--- src/rtl/arb8_rr_32bit_pkg.sv ---
// Shared types, sizes and helpers for the 8-way round-robin burst arbiter.
package arb8_rr_32bit_pkg;

  localparam int NUM_REQ = 8;
  localparam int SEL_W   = 3;
  localparam int DATA_W  = 32;

  typedef enum logic {
    IDLE = 1'b0,
    BUSY = 1'b1
  } state_t;

  typedef logic [SEL_W-1:0]   sel_t;
  typedef logic [NUM_REQ-1:0] req_vec_t;

  function automatic sel_t onehot_to_bin(input req_vec_t oh);
    sel_t b;
    b = {SEL_W{1'b0}};
    for (int i = 0; i < NUM_REQ; i++) begin
      if (oh[i]) begin
        b = b | sel_t'(i);
      end else begin
        b = b;
      end
    end
    return b;
  endfunction

endpackage

--- src/rtl/arb8_rr_32bit_if.sv ---
// Requester/consumer bundle of the arbiter; master is the arbiter's view.
interface arb8_rr_32bit_if;
  import arb8_rr_32bit_pkg::*;

  req_vec_t            req;
  req_vec_t            last;
  logic [DATA_W-1:0]   in0;
  logic [DATA_W-1:0]   in1;
  logic [DATA_W-1:0]   in2;
  logic [DATA_W-1:0]   in3;
  logic [DATA_W-1:0]   in4;
  logic [DATA_W-1:0]   in5;
  logic [DATA_W-1:0]   in6;
  logic [DATA_W-1:0]   in7;
  req_vec_t            ack;
  req_vec_t            grant;
  sel_t                select;
  logic [DATA_W-1:0]   out_data;
  logic                out_valid;
  logic                out_last;
  logic                out_ready;
  logic                busy;

  modport master (
    input  req, last, in0, in1, in2, in3, in4, in5, in6, in7, out_ready,
    output ack, grant, select, out_data, out_valid, out_last, busy
  );

  modport slave (
    output req, last, in0, in1, in2, in3, in4, in5, in6, in7, out_ready,
    input  ack, grant, select, out_data, out_valid, out_last, busy
  );

endinterface

--- src/rtl/arb8_rr_32bit_mux.sv ---
// 8:1 data mux steered by the arbiter's registered select.
module mux8_32bit
  import arb8_rr_32bit_pkg::*;
#(
  parameter int DATA_WIDTH = 32
) (
  input  sel_t                  i_select,
  input  logic [DATA_WIDTH-1:0] i_in0,
  input  logic [DATA_WIDTH-1:0] i_in1,
  input  logic [DATA_WIDTH-1:0] i_in2,
  input  logic [DATA_WIDTH-1:0] i_in3,
  input  logic [DATA_WIDTH-1:0] i_in4,
  input  logic [DATA_WIDTH-1:0] i_in5,
  input  logic [DATA_WIDTH-1:0] i_in6,
  input  logic [DATA_WIDTH-1:0] i_in7,
  output logic [DATA_WIDTH-1:0] o_data
);

  // select the granted requester's data
  always_comb begin
    o_data = i_in0;
    case (i_select)
      3'd0:    o_data = i_in0;
      3'd1:    o_data = i_in1;
      3'd2:    o_data = i_in2;
      3'd3:    o_data = i_in3;
      3'd4:    o_data = i_in4;
      3'd5:    o_data = i_in5;
      3'd6:    o_data = i_in6;
      3'd7:    o_data = i_in7;
      default: o_data = i_in0;
    endcase
  end

endmodule

--- src/rtl/arb8_rr_32bit.sv ---
// Round-robin arbiter sharing one 32-bit valid/ready channel among 8 burst
// requesters; a grant lasts until last, a beat-limit timeout, or req drop.
module arb8_rr_32bit
  import arb8_rr_32bit_pkg::*;
#(
  parameter int DATA_WIDTH = 32,
  parameter int MAX_BEATS  = 16
) (
  input  logic             clock,
  input  logic             reset,
  arb8_rr_32bit_if.master  bus
);

  localparam int                CNT_W      = $clog2(MAX_BEATS + 1);
  localparam logic [CNT_W-1:0]  BEAT_LIMIT = CNT_W'(MAX_BEATS);

  state_t            r_state;
  state_t            w_state_nxt;
  req_vec_t          r_grant;
  req_vec_t          w_grant_nxt;
  sel_t              r_select;
  sel_t              w_select_nxt;
  sel_t              r_ptr;
  sel_t              w_ptr_nxt;
  logic [CNT_W-1:0]  r_beat_cnt;
  logic [CNT_W-1:0]  w_beat_cnt_nxt;
  logic [CNT_W-1:0]  w_beat_inc;

  req_vec_t          w_pick_grant;
  sel_t              w_pick_sel;
  sel_t              w_idx;
  logic              w_pick_found;

  logic              w_req_sel;
  logic              w_last_sel;
  logic              w_valid;
  logic              w_xfer;
  logic              w_release;
  logic [DATA_WIDTH-1:0] w_mux_data;

  // first requesting index searching upward from the round-robin pointer
  always_comb begin
    w_pick_grant = {NUM_REQ{1'b0}};
    w_pick_found = 1'b0;
    w_idx        = r_ptr;
    for (int k = 0; k < NUM_REQ; k++) begin
      w_idx = r_ptr + sel_t'(k);
      if (!w_pick_found && bus.req[w_idx]) begin
        w_pick_grant = req_vec_t'(8'h01) << w_idx;
        w_pick_found = 1'b1;
      end else begin
        w_pick_found = w_pick_found;
      end
    end
  end

  assign w_pick_sel = onehot_to_bin(w_pick_grant);

  assign w_req_sel  = bus.req[r_select];
  assign w_last_sel = bus.last[r_select];
  assign w_valid    = (r_state == BUSY) && w_req_sel;
  assign w_xfer     = w_valid && bus.out_ready;
  assign w_beat_inc = r_beat_cnt + {{(CNT_W-1){1'b0}}, 1'b1};

  // a dropped request aborts; last and timeout together still release once
  assign w_release  = (r_state == BUSY) &&
                      (!w_req_sel ||
                       (w_xfer && (w_last_sel || (w_beat_inc == BEAT_LIMIT))));

  // next-state and next-register values for the grant FSM
  always_comb begin
    w_state_nxt    = r_state;
    w_grant_nxt    = r_grant;
    w_select_nxt   = r_select;
    w_ptr_nxt      = r_ptr;
    w_beat_cnt_nxt = r_beat_cnt;
    case (r_state)
      IDLE: begin
        if (w_pick_found) begin
          w_state_nxt    = BUSY;
          w_grant_nxt    = w_pick_grant;
          w_select_nxt   = w_pick_sel;
          w_beat_cnt_nxt = {CNT_W{1'b0}};
        end else begin
          w_state_nxt    = IDLE;
        end
      end
      BUSY: begin
        if (w_release) begin
          w_state_nxt    = IDLE;
          w_grant_nxt    = {NUM_REQ{1'b0}};
          w_ptr_nxt      = r_select + 3'd1;
          w_beat_cnt_nxt = {CNT_W{1'b0}};
        end else if (w_xfer) begin
          w_beat_cnt_nxt = w_beat_inc;
        end else begin
          w_beat_cnt_nxt = r_beat_cnt;
        end
      end
      default: begin
        w_state_nxt    = IDLE;
        w_grant_nxt    = {NUM_REQ{1'b0}};
        w_beat_cnt_nxt = {CNT_W{1'b0}};
      end
    endcase
  end

  // state and arbitration registers
  always_ff @(posedge clock or posedge reset) begin
    if (reset) begin
      r_state    <= IDLE;
      r_grant    <= {NUM_REQ{1'b0}};
      r_select   <= {SEL_W{1'b0}};
      r_ptr      <= {SEL_W{1'b0}};
      r_beat_cnt <= {CNT_W{1'b0}};
    end else begin
      r_state    <= w_state_nxt;
      r_grant    <= w_grant_nxt;
      r_select   <= w_select_nxt;
      r_ptr      <= w_ptr_nxt;
      r_beat_cnt <= w_beat_cnt_nxt;
    end
  end

  mux8_32bit #(
    .DATA_WIDTH (DATA_WIDTH)
  ) u_mux (
    .i_select (r_select),
    .i_in0    (bus.in0),
    .i_in1    (bus.in1),
    .i_in2    (bus.in2),
    .i_in3    (bus.in3),
    .i_in4    (bus.in4),
    .i_in5    (bus.in5),
    .i_in6    (bus.in6),
    .i_in7    (bus.in7),
    .o_data   (w_mux_data)
  );

  // outputs are derived only from registered state plus the granted inputs
  assign bus.grant     = r_grant;
  assign bus.select    = r_select;
  assign bus.busy      = (r_state == BUSY);
  assign bus.out_valid = w_valid;
  assign bus.out_last  = w_valid && w_last_sel;
  assign bus.ack       = w_xfer ? r_grant : {NUM_REQ{1'b0}};
  assign bus.out_data  = w_mux_data;

endmodule

--- src/flat_wrapper.sv ---
// flat-port wrapper written by rule: the top's interface ports become plain ports
module arb8_rr_32bit_flat import arb8_rr_32bit_pkg::*;
#(
  parameter int DATA_WIDTH = 32,
  parameter int MAX_BEATS  = 16
)
  (clock, reset, bus_req, bus_last, bus_in0, bus_in1, bus_in2, bus_in3, bus_in4, bus_in5, bus_in6, bus_in7, bus_out_ready, bus_ack, bus_grant, bus_select, bus_out_data, bus_out_valid, bus_out_last, bus_busy);
  arb8_rr_32bit_if bus_i ();
  input  logic clock;
  input  logic reset;
  input wire logic [$bits(bus_i.req)-1:0] bus_req;
  input wire logic [$bits(bus_i.last)-1:0] bus_last;
  input wire logic [$bits(bus_i.in0)-1:0] bus_in0;
  input wire logic [$bits(bus_i.in1)-1:0] bus_in1;
  input wire logic [$bits(bus_i.in2)-1:0] bus_in2;
  input wire logic [$bits(bus_i.in3)-1:0] bus_in3;
  input wire logic [$bits(bus_i.in4)-1:0] bus_in4;
  input wire logic [$bits(bus_i.in5)-1:0] bus_in5;
  input wire logic [$bits(bus_i.in6)-1:0] bus_in6;
  input wire logic [$bits(bus_i.in7)-1:0] bus_in7;
  input wire logic [$bits(bus_i.out_ready)-1:0] bus_out_ready;
  output wire logic [$bits(bus_i.ack)-1:0] bus_ack;
  output wire logic [$bits(bus_i.grant)-1:0] bus_grant;
  output wire logic [$bits(bus_i.select)-1:0] bus_select;
  output wire logic [$bits(bus_i.out_data)-1:0] bus_out_data;
  output wire logic [$bits(bus_i.out_valid)-1:0] bus_out_valid;
  output wire logic [$bits(bus_i.out_last)-1:0] bus_out_last;
  output wire logic [$bits(bus_i.busy)-1:0] bus_busy;
  assign bus_i.req = bus_req;
  assign bus_i.last = bus_last;
  assign bus_i.in0 = bus_in0;
  assign bus_i.in1 = bus_in1;
  assign bus_i.in2 = bus_in2;
  assign bus_i.in3 = bus_in3;
  assign bus_i.in4 = bus_in4;
  assign bus_i.in5 = bus_in5;
  assign bus_i.in6 = bus_in6;
  assign bus_i.in7 = bus_in7;
  assign bus_i.out_ready = bus_out_ready;
  assign bus_ack = bus_i.ack;
  assign bus_grant = bus_i.grant;
  assign bus_select = bus_i.select;
  assign bus_out_data = bus_i.out_data;
  assign bus_out_valid = bus_i.out_valid;
  assign bus_out_last = bus_i.out_last;
  assign bus_busy = bus_i.busy;
  arb8_rr_32bit #(.DATA_WIDTH(DATA_WIDTH), .MAX_BEATS(MAX_BEATS)) u_core (.clock(clock), .reset(reset), .bus(bus_i));
endmodule
--- config.mk ---
export PLATFORM = sky130hd
export DESIGN_NAME = arb8_rr_32bit_flat
export DESIGN_NICKNAME = d
export VERILOG_FILES = /design/src/rtl/arb8_rr_32bit_pkg.sv /design/src/rtl/arb8_rr_32bit_if.sv /design/src/rtl/arb8_rr_32bit_mux.sv /design/src/rtl/arb8_rr_32bit.sv /design/src/flat_wrapper.sv
export SDC_FILE = /design/constraint.sdc
export NUM_CORES = 1
export LEC_CHECK = 0
export BUFFER_PORTS_ARGS = -buffer_cell sky130_fd_sc_hd__buf_2
export CAP_MARGIN = 25
export CORE_AREA = 2 2 129 131
export CTS_CLUSTER_DIAMETER = 60
export DETAILED_ROUTE_END_ITERATION = 16
export DIE_AREA = 0 0 131 133
export PLACE_DENSITY_LB_ADDON = 0.2
export SYNTH_ARGS = -nofsm -noshare
export SYNTH_HDL_FRONTEND = slang
export SYNTH_SLANG_ARGS = --single-unit
--- constraint.sdc ---
create_clock -name clock -period 3.4 [get_ports clock]
set_clock_uncertainty 0.05 [all_clocks]
set_input_delay 0.17 -clock clock [delete_from_list [all_inputs] [get_ports clock]]
set_output_delay 0.17 -clock clock [all_outputs]
set_load 0.005 [all_outputs]
==> results of run 1 <==
## timing repair
item	in CTS	in global routing
hold endpoints to repair	0	0
buffers inserted	0	1
endpoints found under the setup margin	0	4
gates resized for setup	0	14
## layer usage
metal / vias to the layer above / part of all wire [%]
met1: 2975 / 42
li1: 2937 / -
met3: 33 / 10
met2: 347 / 46
met4: 4 / 2.0
met5: - / 0.12
## worst register-to-register path, delay by kind of cell, from the launching register on
kind / cells / cell delay, ns
adder cells (fa/ha/maj): 1 / 0.30
buffers and inverters: 1 / 0.04
multiplexers: 2 / 0.89
AO/OA/AOI/OAI: 4 / 0.97
flip-flops: 1 / 0.42
AND/OR/NAND/NOR: 2 / 0.53
## placed cells by master, fill, tap and decap left out, types with 7 or more instances in the layout
cell	Yosys	routed
a21oi_1	28	27
a222oi_1	43	43
a31oi_1	13	13
a32oi_1	10	10
a41oi_1	19	19
and2_1	14	14
and3_1	9	9
buf_2	3	328
buf_4	2	40
dfrtp_1	20	17
ha_1	13	11
inv_1	8	7
mux2_2	44	41
mux2i_1	11	11
mux4_2	12	13
nand2_1	76	74
nand3_1	17	17
nor2_1	59	59
o21ai_0	15	13
## stage by stage
step,setup TNS [ns],power (mW),worst slack [ns],area [um^2],hold WS [ns]
after detailed placement,0,6.01,0.117,6520,0.323
after global placement,0,6.05,0.161,6520,0.337
after floorplan,-0.0396,3.93,-0.0198,4500,0.0837
final,0,6.49,0.0772,6680,0.0137
after global routing,-0.00634,6.97,-0.00634,6670,0.0968
after CTS,0,6.32,0.101,6610,0.0489
## state kept, by name, summed over array words and instances (netlist names)
register / cells
u_core.bus.busy: 1
u_core.bus.grant: 8
u_core.bus.select: 3
u_core.r_beat_cnt: 5
u_core.r_ptr: 3
## how the worst max path moves through the flow
stage | endpoint | slack, ns | depth (start not counted)
6_report | u_core.bus.select[1] | 0.08 | 10
5_1_grt | u_core.bus.select[1] | -0.006 | 11
4_1_cts | u_core.bus.select[1] | 0.10 | 11
3_5_place_dp | u_core.bus.select[1] | 0.12 | 11
3_3_place_gp | u_core.bus.select[1] | 0.16 | 11
2_1_floorplan | u_core.bus.select[1] | -0.02 | 12
## cells by family after synthesis
| kind of cell | count (synthesis) | synth area share (%) |
|---|---|---|
| AND/OR/NAND/NOR | 218 | 23.4 |
| adder cells (fa/ha/maj) | 13 | 3.66 |
| multiplexers | 73 | 22.5 |
| flip-flops | 20 | 11.3 |
| XOR/XNOR | 4 | 0.789 |
| buffers and inverters | 60 | 5.50 |
| AO/OA/AOI/OAI | 182 | 32.9 |
## final cells by class
class	count	area, um^2
sequential	20	504
timing repair buffer	370	1970
clock buffer	4	88.8
multi-input combinational	490	3770
inverter	10	47.5
tap	220	275
antenna	5	12.5
fill	1753	9500
## power by group through the flow
stage,logic [mW],registers [mW],clock network (mW)
after floorplan,3.53,0.399,0
after global placement,5.59,0.465,0
after detailed placement,5.55,0.467,0
after CTS,5.58,0.463,0.278
after global routing,6.21,0.476,0.284
final,5.76,0.457,0.275
==> results.tsv, run 1 <==
metric	value	unit
cp.required	3.49	ns
arrival	3.41	ns
dpl.hpwl	20800	um
report.final.slew_viol_count	0	
seq_area_frac_synth	11.3	%
synthDominantCellAreaShare	11.3	%
coreArea	16200	um^2
firstDrtPassIters	9	
synth.avg_cell_area	7.79	um^2
power_density	972	nW/um^2
globalplace.congestion	0.925	
start_util	27.5	%
yosysTopAreaCell	dfrtp_1	
postRouteAntennaNets	0	
grt_max_degree	39	
syn_area	4440	um^2
synth-async-reset-ratio	100	%
die_x	131	um
grtUsageTotal	26.9	%
cts_root_buf	clkbuf_16	
rows	47	
crit_family	compound AO/OA/AOI/OAI gates	
hold_violations	0	
fin_util	41.3	%
worstSetupPathType	reg -> reg	
drt_iter0_drc	667	
numCtsBuffers	3	
internal_power	3.02	mW
cp_max_fo	5	
vias_per_cell	5.63	
ys.flop_type	dfrtp_1	
rrSetupSlack	0.08	ns
crit_start	u_core.r_ptr[0]	
antenna_found_initial	8	
globalRouteMet1Util	36.6	%
path_cells	inv_8 > ha_4 > mux2_4 > mux4_2 > o32a_1 > o2111ai_1 > nand3_1 > a21boi_2 > or3b_4 > o32a_1	
clock_latency	0.26	ns
synth_enable_flop_cells	0	
met3_usage	6.23	%
grt.met2_usage	43.3	%
min_period	3.32	ns
cts.clk_slew.worst_paths	0.06	ns
ys_top_cells_by_area	dfrtp_1 11%, mux2_2 11%, a222oi_1 9.7%	
reg2reg_depth	10	
synth-seq-cells	20	
clkPwrFrac	4.2	%
critPathSlowestCell	mux4_2	
clock.fmax	0.301	GHz
cpMostUsedCell	o32a_1	
drt-wirelength-per-cell	22.4	um
finalCritPeriodShare	97.7	%
area_growth	50.4	%
hold_class	in -> async	
drc_errors	0	
synthTopCellsByCount	76 x nand2_1, 59 x nor2_1, 44 x mux2_2, 43 x a222oi_1, 39 x clkbuf_1	
critPathBufInv	1	
relSlewSlack	43.9	%
cpPeakStageDelay	0.58	ns
clk_path_buf_depth	2	
vias	6296	
drive_gt1_share	52.2	%
switching_power	3.47	mW
ir_worst_vdd	0.000666	V
yosysWarnings	0	
end_kind	flop	
grt_pass1_wl	35500	um
die_area	17400	um^2
cts-hold-fix-buffers	0	
critPathLaunchType	flop	
power_frac_comb	88.7	%
grt_overflow_total	0	
cts.sinks	20	
tightestPinTransition	0.842	ns
nets	1183	
io_pins	329	
io_buffers	328	
synthesis.nets	858	
place_inst	1109	
synthCells	570	
synth_most_common_cell	nand2_1	
ys_types	75	
cts_tree	done	
r2r_end	u_core.bus.select[1]	
first_global_vias	5981	
r2r-start	u_core.r_ptr[0]	
htreeDepth	1	
leakagePower	3.14	nW
routed_wl	25000	um
cap_violations	0	
die_h	133	um
grt.busiest_layer	met2	
setup_viol	0	
instances_no_fill	1119	
status	complete, no violations	
swShare	53.5	%
p_seq_share	7.0	%
Note: power is estimated with default switching activity, not from simulation.
==> run 2: changes to the inputs <==
- RECOVER_POWER: default -> 50
==> run 2 against run 1 <==
Non-clock buffer count stayed put. Hold slack about the same. Final cell count barely moved. Highest routed layer unchanged. Global-route usage is the same.
==> results.tsv, run 2 (synthesis results as in run 1) <==
metric	value	unit	change
cp_max_fo	5		unchanged
grtUsageTotal	26.9	%	unchanged
cts_root_buf	clkbuf_16		
setup_tns	0	ns	unchanged
critPathBufInv	1		unchanged
tightestPinTransition	0.905	ns	+0.0632 ns
place_inst	1109		unchanged
firstDrtPassIters	9		unchanged
multiInputGateArea	3770	um^2	unchanged
switching_power	3.46	mW	-0.13%
start_util	27.5	%	unchanged
coreArea	16200	um^2	unchanged
instances_no_fill	1118		-0.089%
worstSetupPathType	reg -> reg		
swShare	53.5	%	+0.092 points
power.total	6.47	mW	-0.31%
hold_violations	0		unchanged
die_x	131	um	unchanged
nets	1183		unchanged
die_area	17400	um^2	unchanged
rows	47		unchanged
clock.fmax	0.301	GHz	-0.14%
routed_wl	25000	um	about the same
drive_gt1_share	51.3	%	-0.89 points
clk_path_buf_depth	2		unchanged
htreeDepth	1		unchanged
cpMostUsedCell	o32a_1		
dpl.hpwl	20800	um	unchanged
drt_iter0_drc	657		-1.5%
die_h	133	um	unchanged
critPathSlowestCell	mux4_2		
hold_class	in -> async		
finalCritPeriodShare	97.9	%	+0.13 points
fin_hold_ws	0.0138	ns	+0.0000185 ns
cap_violations	0		unchanged
largest_reg_flops	8		unchanged
postRouteAntennaNets	0		unchanged
clkPwrFrac	4.2	%	about the same
cts-hold-fix-buffers	0		unchanged
final_cell_mix	324 x buf_2, 74 x nand2_1, 59 x nor2_1		
relSlewSlack	39.7	%	-4.2 points
critPathLaunchType	flop		
nFillCells	1757		+0.23%
numCtsBuffers	3		unchanged
grt_max_degree	39		unchanged
seq_area	503	um^2	-0.25%
internal_power	3.01	mW	-0.50%
min_period	3.33	ns	+0.00451 ns
antenna_found_initial	8		unchanged
report.final.slew_viol_count	0		unchanged
grt_overflow_total	0		unchanged
cp.required	3.49	ns	about the same
globalplace.congestion	0.925		unchanged
area_growth	50.0	%	
end_kind	flop		
crit_family	compound AO/OA/AOI/OAI gates		
crit_start	u_core.r_ptr[0]		
fin_util	41.2	%	-0.10 points
power_density	972	nW/um^2	about the same
arrival	3.41	ns	about the same
drt-wirelength-per-cell	22.4	um	+0.13%
leakagePower	3.11	nW	-0.79%
grt_pass1_wl	35500	um	unchanged
io_buffers	328		unchanged
vias	6296		unchanged
cts.sinks	20		unchanged
path_cells	inv_8 > ha_4 > mux2_4 > mux4_2 > o32a_1 > o2111ai_1 > nand3_1 > a21boi_2 > or3b_4 > o32a_1		
power_frac_comb	88.7	%	about the same
r2r-start	u_core.r_ptr[0]		
p_seq_share	7.1	%	about the same
io_pins	329		unchanged
final_common_cell	buf_2		
clock_latency	0.26	ns	about the same
cts_tree	done		
first_global_vias	5981		unchanged
status	complete, no violations		
setup_viol	0		unchanged
cts.clk_slew.worst_paths	0.06	ns	about the same
cpPeakStageDelay	0.58	ns	about the same
ir_worst_vdd	0.000667	V	about the same
drc_errors	0		unchanged
vias_per_cell	5.63		about the same
==> run 2: per-layer routing <==
layer	wire length [um]	GRT usage, %
met1	10400	36.6
met2	11400	43.3
met3	2670	6.23
met4	526	5.44
met5	30	0
==> run 2: path summary, 6_finish.rpt <==
path	endpoint	slack [ns]	cells after the start
max	u_core.bus.select[1]	0.07	10
min	u_core.r_ptr[0]	0.01	2
max reg2reg	u_core.bus.select[1]	0.07	10
min reg2reg	u_core.bus.grant[1]	0.46	2
max in group asynchronous	u_core.r_ptr[1]	2.72	2
min in group clock	u_core.r_beat_cnt[3]	0.29	3
==> run 2: layout make-up <==
type                    instances  share of cell area [%]
diodes                          4                   0.150
flip-flops and latches         20                    7.55
multi-input cells             490                    56.7
repair buffers                370                    29.4
clock buffers                   4                    1.33
inverters                      10                   0.714
well taps                     220                    4.13
==> run 2: what timing repair did <==
action / 4_1_cts / 5_1_grt
setup endpoints to repair: 0 / 4
endpoints found under the hold margin: 0 / 0
setup buffers: 0 / 1
resized for setup: 0 / 14
==> run 2: stage by stage <==
stage,instance area [um^2],setup WS [ns]
CTS,6610,0.101
detailed placement,6520,0.117
global placement,6520,0.161
global route,6660,-0.00634
floorplan,4500,-0.0198
finish,6660,0.0726
==> run 2: power by group through the flow <==
stage / registers, mW / logic, mW / clock network [mW]
detailed placement: 0.467 / 5.55 / 0
global route: 0.474 / 6.20 / 0.284
floorplan: 0.399 / 3.53 / 0
CTS: 0.463 / 5.58 / 0.278
global placement: 0.465 / 5.59 / 0
finish: 0.457 / 5.74 / 0.274
